[config.mk]
export PLATFORM = sky130hd
export DESIGN_NAME = alu_cmd_sequencer
export DESIGN_NICKNAME = d
export VERILOG_FILES = /design/src/rtl/alu_cmd_sequencer_pkg.sv /design/src/rtl/btn_debounce.sv /design/src/rtl/alu_cmd_sequencer.sv
export SDC_FILE = /design/constraint.sdc
export NUM_CORES = 1
export LEC_CHECK = 0
export CORE_ASPECT_RATIO = 1.5
export CORE_MARGIN = 2
export CORE_UTILIZATION = 48
export DETAILED_ROUTE_END_ITERATION = 8
export PLACE_DENSITY = 0.79
export SLEW_MARGIN = 20
export SYNTH_ARGS = -nofsm -noshare
export SYNTH_HDL_FRONTEND = slang
export SYNTH_SLANG_ARGS = --single-unit
[constraint.sdc]
create_clock -name clk -period 2.1 [get_ports clk]
set_input_delay 0.42 -clock clk [delete_from_list [all_inputs] [get_ports clk]]
set_output_delay 0.42 -clock clk [all_outputs]
set_load 0.01 [all_outputs]
[src/rtl/alu_cmd_sequencer_pkg.sv]
// rtl/alu_cmd_sequencer_pkg.sv - shared widths, state codes and display select codes
package alu_cmd_sequencer_pkg;

    localparam int X_LEN = 32;

    typedef enum logic [2:0] {
        S_A    = 3'd0,
        S_B    = 3'd1,
        S_OP   = 3'd2,
        S_EXEC = 3'd3,
        S_SHOW = 3'd4
    } state_t;

    localparam logic [1:0] SEL_PROMPT = 2'b00;
    localparam logic [1:0] SEL_A      = 2'b01;
    localparam logic [1:0] SEL_B      = 2'b10;
    localparam logic [1:0] SEL_F      = 2'b11;

    function automatic logic [1:0] sel_for(input state_t s);
        case (s)
            S_A:     return SEL_A;
            S_B:     return SEL_B;
            S_SHOW:  return SEL_F;
            default: return SEL_PROMPT;
        endcase
    endfunction

endpackage

[src/rtl/btn_debounce.sv]
// rtl/btn_debounce.sv - 2-FF synchronizer, stability counter and rising-edge press pulse
module btn_debounce #(
    parameter int DEBOUNCE_CYCLES = 20000,
    parameter int CNT_W           = 15
) (
    input  logic clk,
    input  logic rst,
    input  logic btn_raw,
    output logic level,
    output logic press
);

    localparam logic [CNT_W-1:0] CNT_MAX = CNT_W'(DEBOUNCE_CYCLES - 1);

    logic             sync1;
    logic             sync2;
    logic             level_d;
    logic [CNT_W-1:0] cnt;

    always_ff @(posedge clk) begin
        if (rst) begin
            sync1   <= 1'b0;
            sync2   <= 1'b0;
            level   <= 1'b0;
            level_d <= 1'b0;
            press   <= 1'b0;
            cnt     <= '0;
        end else begin
            sync1   <= btn_raw;
            sync2   <= sync1;
            level_d <= level;
            press   <= level & ~level_d;
            // Any sample agreeing with the accepted level restarts the stability window
            if (sync2 == level) begin
                cnt <= '0;
            end else if (cnt == CNT_MAX) begin
                level <= ~level;
                cnt   <= '0;
            end else begin
                cnt <= cnt + CNT_W'(1);
            end
        end
    end

endmodule

[src/rtl/alu_cmd_sequencer.sv]
// rtl/alu_cmd_sequencer.sv - step-button entry sequencer: A, B, opcode, execute, show
module alu_cmd_sequencer
    import alu_cmd_sequencer_pkg::*;
#(
    parameter int DEBOUNCE_CYCLES = 20000,
    parameter int CNT_W           = 15
) (
    input  logic             clk,
    input  logic             rst,
    input  logic             btn_step,
    input  logic             btn_clr,
    input  logic [X_LEN-1:0] sw,
    output logic [X_LEN-1:0] op_a,
    output logic [X_LEN-1:0] op_b,
    output logic [3:0]       alu_op,
    output logic             ld_f,
    output logic [1:0]       out_sel,
    output logic [2:0]       state
);

    logic step_press;
    logic clr_press;
    logic unused_step_level;
    logic unused_clr_level;

    btn_debounce #(.DEBOUNCE_CYCLES(DEBOUNCE_CYCLES), .CNT_W(CNT_W)) u_step (
        .clk     (clk),
        .rst     (rst),
        .btn_raw (btn_step),
        .level   (unused_step_level),
        .press   (step_press)
    );

    btn_debounce #(.DEBOUNCE_CYCLES(DEBOUNCE_CYCLES), .CNT_W(CNT_W)) u_clr (
        .clk     (clk),
        .rst     (rst),
        .btn_raw (btn_clr),
        .level   (unused_clr_level),
        .press   (clr_press)
    );

    state_t           state_q;
    state_t           state_d;
    logic [X_LEN-1:0] op_a_d;
    logic [X_LEN-1:0] op_b_d;
    logic [3:0]       alu_op_d;

    always_comb begin
        state_d  = state_q;
        op_a_d   = op_a;
        op_b_d   = op_b;
        alu_op_d = alu_op;
        if (clr_press) begin
            state_d  = S_A;
            op_a_d   = '0;
            op_b_d   = '0;
            alu_op_d = '0;
        end else begin
            case (state_q)
                S_A:    if (step_press) begin op_a_d = sw;        state_d = S_B;    end
                S_B:    if (step_press) begin op_b_d = sw;        state_d = S_OP;   end
                S_OP:   if (step_press) begin alu_op_d = sw[3:0]; state_d = S_EXEC; end
                S_EXEC: state_d = S_SHOW;
                S_SHOW: if (step_press) state_d = S_A;
                default: begin
                    state_d  = S_A;
                    op_a_d   = '0;
                    op_b_d   = '0;
                    alu_op_d = '0;
                end
            endcase
        end
    end

    // ld_f and out_sel are decoded from the next state so they stay registered yet aligned with it
    always_ff @(posedge clk) begin
        if (rst) begin
            state_q <= S_A;
            op_a    <= '0;
            op_b    <= '0;
            alu_op  <= '0;
            ld_f    <= 1'b0;
            out_sel <= SEL_A;
        end else begin
            state_q <= state_d;
            op_a    <= op_a_d;
            op_b    <= op_b_d;
            alu_op  <= alu_op_d;
            ld_f    <= (state_d == S_EXEC);
            out_sel <= sel_for(state_d);
        end
    end

    assign state = state_q;

endmodule

==> reports/results.ini, run 1 <==
[layout]
design_area_sq_mm = 0.006101
regArea_sq_mm = 0.002282
layout-drive-gt1-share = 0.09106
multi_input_area_sq_mm = 0.001826
diodes = 0
finalNetCount = 618
area_delta_synth_final_pct = 43.62
fillers = 671

[worst_setup_path]
crit_slowest_cell = clkdlybuf4s50_1
reg2reg_depth = 6
critPathBufInv = 1
crit_path_end_kind = primary output
crit_required_ns = 1.68
critPathMaxFanout = 10
crit_chain = clkdlybuf4s50_1
rrSetupSlack_ns = 0.32
slowest_delay_ns = 0.62
critPathArrivalTime_ns = 1.57
r2r_end = u_step.cnt[7]
path_class = reg2out
reg2reg_from = u_step.cnt[0]
startpoint_type = register
critPathTopFamily = buffers and inverters

[routing]
routed_wl_um = 11270
drtAntennaViolNets = 0
drt_iter0_drc = 215
drc = 0
via_count = 3848
post_drt_wl_per_cell_um = 16.04
via_per_inst = 5.474
first_pass_iters = 4

[synth]
ys_ff_latch = 114
synth-edff-count = 0
async_flop_share = 0
yosysWarnings = 0
synth_xor_area_frac = 0.05979
synthTopCellsByArea = dfxtp_1 54%, nor2_1 5.7%, a22oi_1 5.7%
netlist_instances = 471
synth_cell_type_count = 38
synth_top_area_share = 0.5373
synth_compound_area_frac = 0.1113
synthesis.nets = 509
synth_largest_area_cell = dfxtp_1
yosysSeqAreaShare = 0.5373
syn-cell-area_sq_mm = 0.004248
synth-main-ff-cell = dfxtp_1
synth_top_family_by_area = simple AND/OR/NAND/NOR gates
synthSimpleGateAreaFrac = 0.2430
avgSynthCellArea_sq_um = 9.019
synthAdderAreaFrac = 0.005891
synthMuxAreaShare = 0.004713

[timing]
clock-skew-final_ns = 0.005095
fmax_mhz = 501.7
report.final.slew_viol_count = 0
worst_slew_pin_slew_ns = 0.4653
min_period_ns = 1.993
hold_viol_final = 0
slew_headroom = 0.6898
rsz0062_at_grt = no
fin_ws_ns = 0.1069
final.setup.tns_ns = 0
fin_crit_sh = 0.9491
finalSetupViolCount = 0

[clocking]
clockBufferDepth = 2
htree_levels = 4
clk_latency_ns = 0.42
cts-buffers-inserted = 17
clkTransAtPathRegs_ns = 0.05
holdBufCountCts = 0
cts_resized = 0
cts.root.buffer_cell = clkbuf_16
cts_tree = yes
cts_setup_buffers = 0
cts.sinks = 114

[place]
io_buffers = 109
placed_area_sq_mm = 0.005458
place_congestion = 0.8210
place_ws_ns = 0.2337
hpwl_um = 7425

[min_path]
hold_depth = 1
hp-class = reg2reg
min_to = u_step.press
worstHoldStart = u_step.level_d

[die]
rows = 42
die_w_um = 80.81
die_y_um = 119.2
core_sq_mm = 0.008723
io_pins = 110
die_area_sq_mm = 0.009634
initial_utilization = 0.4869

[pwr]
powerDensity_mw_per_mm2 = 886.2
p_leak_nw = 2.104
ir_drop_uv = 746.2
power_w = 0.005407

[global_route]
grt_pass1_wl_um = 18140
grt_use_total = 0.2446
grt_max_degree = 46
antenna_found_initial = 0
grt_overflow = 0
grt_pass1_vias = 3718

[flow_run]
cap_violations = 0

[run_status]
status = completed

==> metrics by stage <==
stage | instances | hold slack, ns | utilization
floorplan | 471 | 0.3674 | -
global placement | 671 | 0.3721 | 0.6256
detailed placement | 671 | 0.3819 | 0.6256
CTS | 703 | 0.3907 | 0.6994
global route | 703 | 0.4210 | 0.6994
finish | 703 | 0.3863 | 0.6994
==> layer usage <==
layer  up-vias  GRT usage  routed length, um
li1       1843          -                  -
met1      1832     0.2710               4283
met2       145     0.4179               5857
met3        28    0.07803                819
met4         0     0.1091                312
met5         -          0                  0
==> power by group <==
group          switching (W)  internal [W]  leakage, nW
clock network       0.000955       0.00215        0.317
registers         0.00000260       0.00217        0.919
logic              0.0000576     0.0000692        0.868
==> state kept, by name, indices dropped and copies added, names as in the netlist, 2 cells and up <==
signal / count
u_step.cnt: 15
out_sel: 2
u_clr.cnt: 15
op_b: 32
state: 3
op_a: 32
alu_op: 4
==> cells by family after synthesis <==
family,Yosys count
AND/OR/NAND/NOR,211
AO/OA/AOI/OAI,77
XOR/XNOR,29
adder cells (fa/ha/maj),2
buffers and inverters,36
flip-flops,114
multiplexers,2
==> layout make-up <==
cell class / count / share of cell area
Clock buffer: 21 / 0.07547
Clock inverter: 11 / 0.02994
Inverter: 5 / 0.003076
Multi-Input combinational cell: 321 / 0.2992
Sequential cell: 114 / 0.3741
Tap cell: 110 / 0.02256
Timing Repair Buffer: 121 / 0.1957
==> how the worst max path moves through the flow <==
stage	start	endpoint	slack, ns	cells past startpoint
after global placement	rst	op_a[26]	0.25	4
final	state[0]	state[0]	0.11	1
after CTS	state[0]	state[0]	0.09	1
after floorplan	u_step.cnt[0]	u_step.cnt[11]	0.41	7
after detailed placement	rst	op_a[30]	0.23	4
after global routing	state[0]	state[0]	0.04	1
==> Yosys cell counts (2+ instances only) <==
cell type    n
o21a_1       2
nor4_1       4
and4_1       4
buf_1        4
ha_1         2
and2_1       2
xnor2_1     12
a21oi_1     40
clkbuf_1    20
nand4_1     10
nor2b_1     11
or2_0        2
inv_1        5
nand2_1     43
nand3_1     46
nor2_2       5
nand2b_1     3
nor2_1      65
nor3_1       7
dfxtp_1    114
a22oi_1     32
mux2i_1      2
xor2_1      17
buf_2        5
==> cell usage in the layout, fill, tap and decap left out, types with 5 or more instances in the layout <==
cell,netlist,layout
clkdlybuf4s50_1,0,109
nor2b_1,11,11
nand3_1,46,46
nand2_1,43,43
clkbuf_16,0,17
xnor2_1,12,12
a22oi_1,32,32
nor3_1,7,7
a21oi_1,40,39
nand4_1,10,10
xor2_1,17,17
bufinv_16,0,5
nor2_2,5,5
clkinv_2,0,5
dfxtp_1,114,114
buf_4,1,11
nor2_1,65,65
inv_1,5,5
No activity file was read; power rests on OpenSTA's default activity.
==> run 2, diff against run 1 <==
Settings changed: PLACE_DENSITY 0.79 to 0.85, REMOVE_ABC_BUFFERS set to 1.
==> run 2 against run 1 <==
Critical path depth is the same. Clock-buffer cell count grew 3. Register-to-register slack lost 0.06 ns. Combinational power shrank 6%. Flip-flop and latch count is the same. Utilization shrank 0.95 points. Clock skew is essentially flat.
==> reports/results.ini, run 2 (same netlist as run 1, synthesis figures left out) <==
[pwr]
ir_drop_uv = 614.2
p_seq_frac = 0.435
intPower_w = 0.004052
combinationalPowerShare = 0.024
p_leak_nw = 2.063
power.share.clock = 0.541
powerDensity_mw_per_mm2 = 830.9
switching_share = 0.1897
power_w = 0.005000
power.switching_w = 0.0009485

[global_route]
grt_pass1_vias = 3762
grt_pass1_wl_um = 17770
antenna_found_initial = 0
grt_use_total = 0.2397
grt_max_degree = 52
grt_overflow = 0

[clocking]
cts_tree = yes
clockBufferDepth = 2
clk_latency_ns = 0.41
cts.sinks = 114
holdBufCountCts = 0
clkTransAtPathRegs_ns = 0.05
cts.root.buffer_cell = clkbuf_16
cts-buffers-inserted = 17
htree_levels = 4

[worst_setup_path]
cp.depth = 1
path_class = reg2out
crit_required_ns = 1.68
critPathArrivalTime_ns = 1.54
startpoint_type = register
reg2reg_depth = 6
rrSetupSlack_ns = 0.26
crit_chain = clkdlybuf4s50_1
crit_slowest_cell = clkdlybuf4s50_1
slowest_delay_ns = 0.61
critPathBufInv = 1
critPathMaxFanout = 10
crit_path_end_kind = primary output
critPathTopFamily = buffers and inverters

[die]
core_sq_mm = 0.008723
rows = 42
io_pins = 110
die_y_um = 119.2
die_w_um = 80.81
die_area_sq_mm = 0.009634
initial_utilization = 0.4869

[layout]
finalNetCount = 616
reg_top3 = op_a (32), op_b (32)
mostFrequentLayoutCell = dfxtp_1
area_delta_synth_final_pct = 41.68
diodes = 0
post-route-util = 0.6899
layout_common_cells = 113 x dfxtp_1, 109 x clkdlybuf4s50_1, 65 x nor2_1
design_area_sq_mm = 0.006018
layout-drive-gt1-share = 0.08319

[place]
place_ws_ns = 0.09515
io_buffers = 109
hpwl_um = 7098
placed_area_sq_mm = 0.005440
place_congestion = 0.8188

[timing]
hold_viol_final = 0
rsz0062_at_grt = no
report.final.slew_viol_count = 0
finalSetupViolCount = 0
min_period_ns = 1.960
fin_ws_ns = 0.1402
fmax_mhz = 510.3
worst_slew_pin_slew_ns = 0.5237
fin_crit_sh = 0.9332
slew_headroom = 0.6509
clock-skew-final_ns = 0.005590
whs_ns = 0.3867

[routing]
drtAntennaViolNets = 0
routed_wl_um = 11190
via_per_inst = 5.559
drc = 0
via_count = 3886
post_drt_wl_per_cell_um = 16.01
drt_iter0_drc = 293
first_pass_iters = 6

[min_path]
hp-class = reg2reg
hold_depth = 1

[run_status]
status = completed

[flow_run]
cap_violations = 0

[run 2: final cells by class]
class | count | area [sq um]
Fill cell | 682 | 2705
Tap cell | 110 | 137.6
Clock buffer | 24 | 481.7
Multi-Input combinational cell | 321 | 1826
Sequential cell | 114 | 2283
Timing Repair Buffer | 119 | 1191
Clock inverter | 6 | 80.08
Inverter | 5 | 18.77
[run 2: what timing repair did]
action / in CTS / in global routing
endpoints found under the setup margin: 0 / 10
setup buffers: 0 / 2
gates resized for setup: 0 / 1
[run 2: through the flow]
step / setup TNS, ns / instances
floorplan: -57.10 / 440
finish: 0 / 699
detailed placement: 0 / 667
global placement: 0 / 667
global route: 0 / 699
CTS: 0 / 697
[run 2: final timing paths]
| kind | to | startpoint |
|---|---|---|
| setup reg to reg | u_step.cnt[3] | u_step.cnt[0] |
| hold / removal | u_step.press | u_step.level_d |
| setup / recovery | state[0] | state[0] |
| hold reg to reg | u_step.press | u_step.level_d |
[run 2: power groups by stage]
| stage | clock [W] | sequential (W) | combinational [W] |
|---|---|---|---|
| 2_1_floorplan | 0 | 0.00222 | 0.0000258 |
| 3_3_place_gp | 0 | 0.00222 | 0.000118 |
| 3_5_place_dp | 0 | 0.00222 | 0.000118 |
| 4_1_cts | 0.00274 | 0.00217 | 0.000120 |
| 5_1_grt | 0.00285 | 0.00217 | 0.000128 |
| 6_report | 0.00270 | 0.00218 | 0.000120 |
[run 2: routing by layer]
metal | vias to the layer above | share of wire | GRT usage
li1 | 1831 | - | -
met1 | 1865 | 0.39 | 0.2678
met2 | 157 | 0.51 | 0.3951
met3 | 33 | 0.059 | 0.07197
met4 | 0 | 0.037 | 0.1377
met5 | - | 0 | 0
==> run 3, diff against run 2 <==
Settings changed: CORE_ASPECT_RATIO 1.5 to 0.9.
==> run 3 against run 2 <==
Die area fell by 0.15%. Utilization rose by 1.4 points. Wire length fell by 2.1%. Design area rose by 0.17%. Fmax fell by 3.1%. Sequential power barely moved. Critical path depth did not move. Critical endpoint is now state[2]. Highest routed layer unchanged.
==> reports/results.ini, run 3 (same netlist as run 1, synthesis figures left out) <==
[global_route]
grt_use_total = 0.2333
grt_pass1_vias = 3784
grt_max_degree = 34
grt_pass1_wl_um = 17480
antenna_found_initial = 0
grt_overflow = 0

[die]
io_pins = 110
die_area_sq_mm = 0.009619
die_w_um = 103.2
initial_utilization = 0.4958
die_y_um = 93.25
core_sq_mm = 0.008568
rows = 32

[worst_setup_path]
reg2reg_from = u_step.cnt[0]
slowest_delay_ns = 0.60
crit_required_ns = 1.68
crit_chain = clkdlybuf4s50_1
critPathBufInv = 1
crit_slowest_cell = clkdlybuf4s50_1
crit_start = state[2]
path_class = reg2out
critPathMaxFanout = 12
critPathTopFamily = buffers and inverters
critPathArrivalTime_ns = 1.60
crit_path_end_kind = primary output
startpoint_type = register

[run_status]
status = completed

[clocking]
cts-buffers-inserted = 17
clk_latency_ns = 0.51
cts.sinks = 114
cts.root.buffer_cell = clkbuf_8
cts_tree = yes
clockBufferDepth = 2
htree_levels = 4
holdBufCountCts = 0
clkTransAtPathRegs_ns = 0.06

[timing]
worst_slew_pin_slew_ns = 0.4695
fin_ws_ns = 0.07695
clock-skew-final_ns = 0.007844
report.final.slew_viol_count = 0
final.setup.tns_ns = 0
slew_headroom = 0.6870
rsz0062_at_grt = no
whs_ns = 0.3792
min_period_ns = 2.023
fin_crit_sh = 0.9634
fmax_mhz = 494.3
hold_viol_final = 0
finalSetupViolCount = 0

[layout]
layout_common_cells = 111 x dfxtp_1, 109 x clkdlybuf4s50_1, 65 x nor2_1
diodes = 0
area_delta_synth_final_pct = 41.91
finalNetCount = 616
reg_top3 = op_a (32), op_b (32)
fin_cells = 710
fillers = 627
mostFrequentLayoutCell = dfxtp_1
layout-drive-gt1-share = 0.09475

[routing]
post_drt_wl_per_cell_um = 15.42
first_pass_iters = 5
routed_wl_um = 10950
via_per_inst = 5.365
drtAntennaViolNets = 0
via_count = 3809
drt_iter0_drc = 250
drc = 0

[flow_run]
cap_violations = 0

[place]
place_ws_ns = 0.1330
place_congestion = 0.8725
io_buffers = 109
post-place-cells = 678
hpwl_um = 7057

[min_path]
hp-class = reg2reg
worstHoldStart = u_clr.level_d

[pwr]
powerDensity_mw_per_mm2 = 787.9
p_leak_nw = 2.045
ir_drop_uv = 545.7

## run 3: per-stage QoR
stage / total power, W / utilization / cell area, sq um
2_1_floorplan: 0.002243 / - / 4105
3_3_place_gp: 0.002341 / 0.6424 / 5504
3_5_place_dp: 0.002341 / 0.6424 / 5504
4_1_cts: 0.004787 / 0.7034 / 6027
5_1_grt: 0.004920 / 0.7036 / 6028
6_report: 0.004750 / 0.7036 / 6028
## run 3: final timing paths
kind | end | slack (ns) | depth (start not counted)
worst max-delay path | state[2] | 0.08 | 1
worst min-delay path | u_clr.press | 0.38 | 1
worst max register to register | u_step.cnt[9] | 0.30 | 6
worst min register to register | u_clr.press | 0.38 | 1
## run 3: layout make-up
| class | instances | area (sq um) | area share |
|---|---|---|---|
| multi-input combinational | 321 | 1826 | 0.3028 |
| inverter | 5 | 18.77 | 0.003113 |
| clock inverter | 13 | 88.84 | 0.01474 |
| tap | 119 | 148.9 | 0.02470 |
| clock buffer | 19 | 431.7 | 0.07161 |
| timing repair buffer | 119 | 1229 | 0.2038 |
| sequential | 114 | 2286 | 0.3792 |
## run 3: repair_timing
item,CTS,global route
buffers inserted,0,0
setup endpoints to repair,2,1
resized for setup,2,1
cloned,0,0
## run 3: per-layer routing
metal | vias to the layer above | part of all wire | track usage
li1 | 1835 | - | -
met1 | 1797 | 0.41 | 0.2870
met2 | 152 | 0.49 | 0.3837
met3 | 25 | 0.081 | 0.07175
met4 | 0 | 0.019 | 0.08443
met5 | - | 0 | 0
## run 3: power breakdown
| part | internal [W] | switching, W |
|---|---|---|
| Clock | 0.00147 | 0.000983 |
| Combinational | 0.0000711 | 0.0000555 |
| Sequential | 0.00217 | 0.00000266 |
| Total | 0.00371 | 0.00104 |
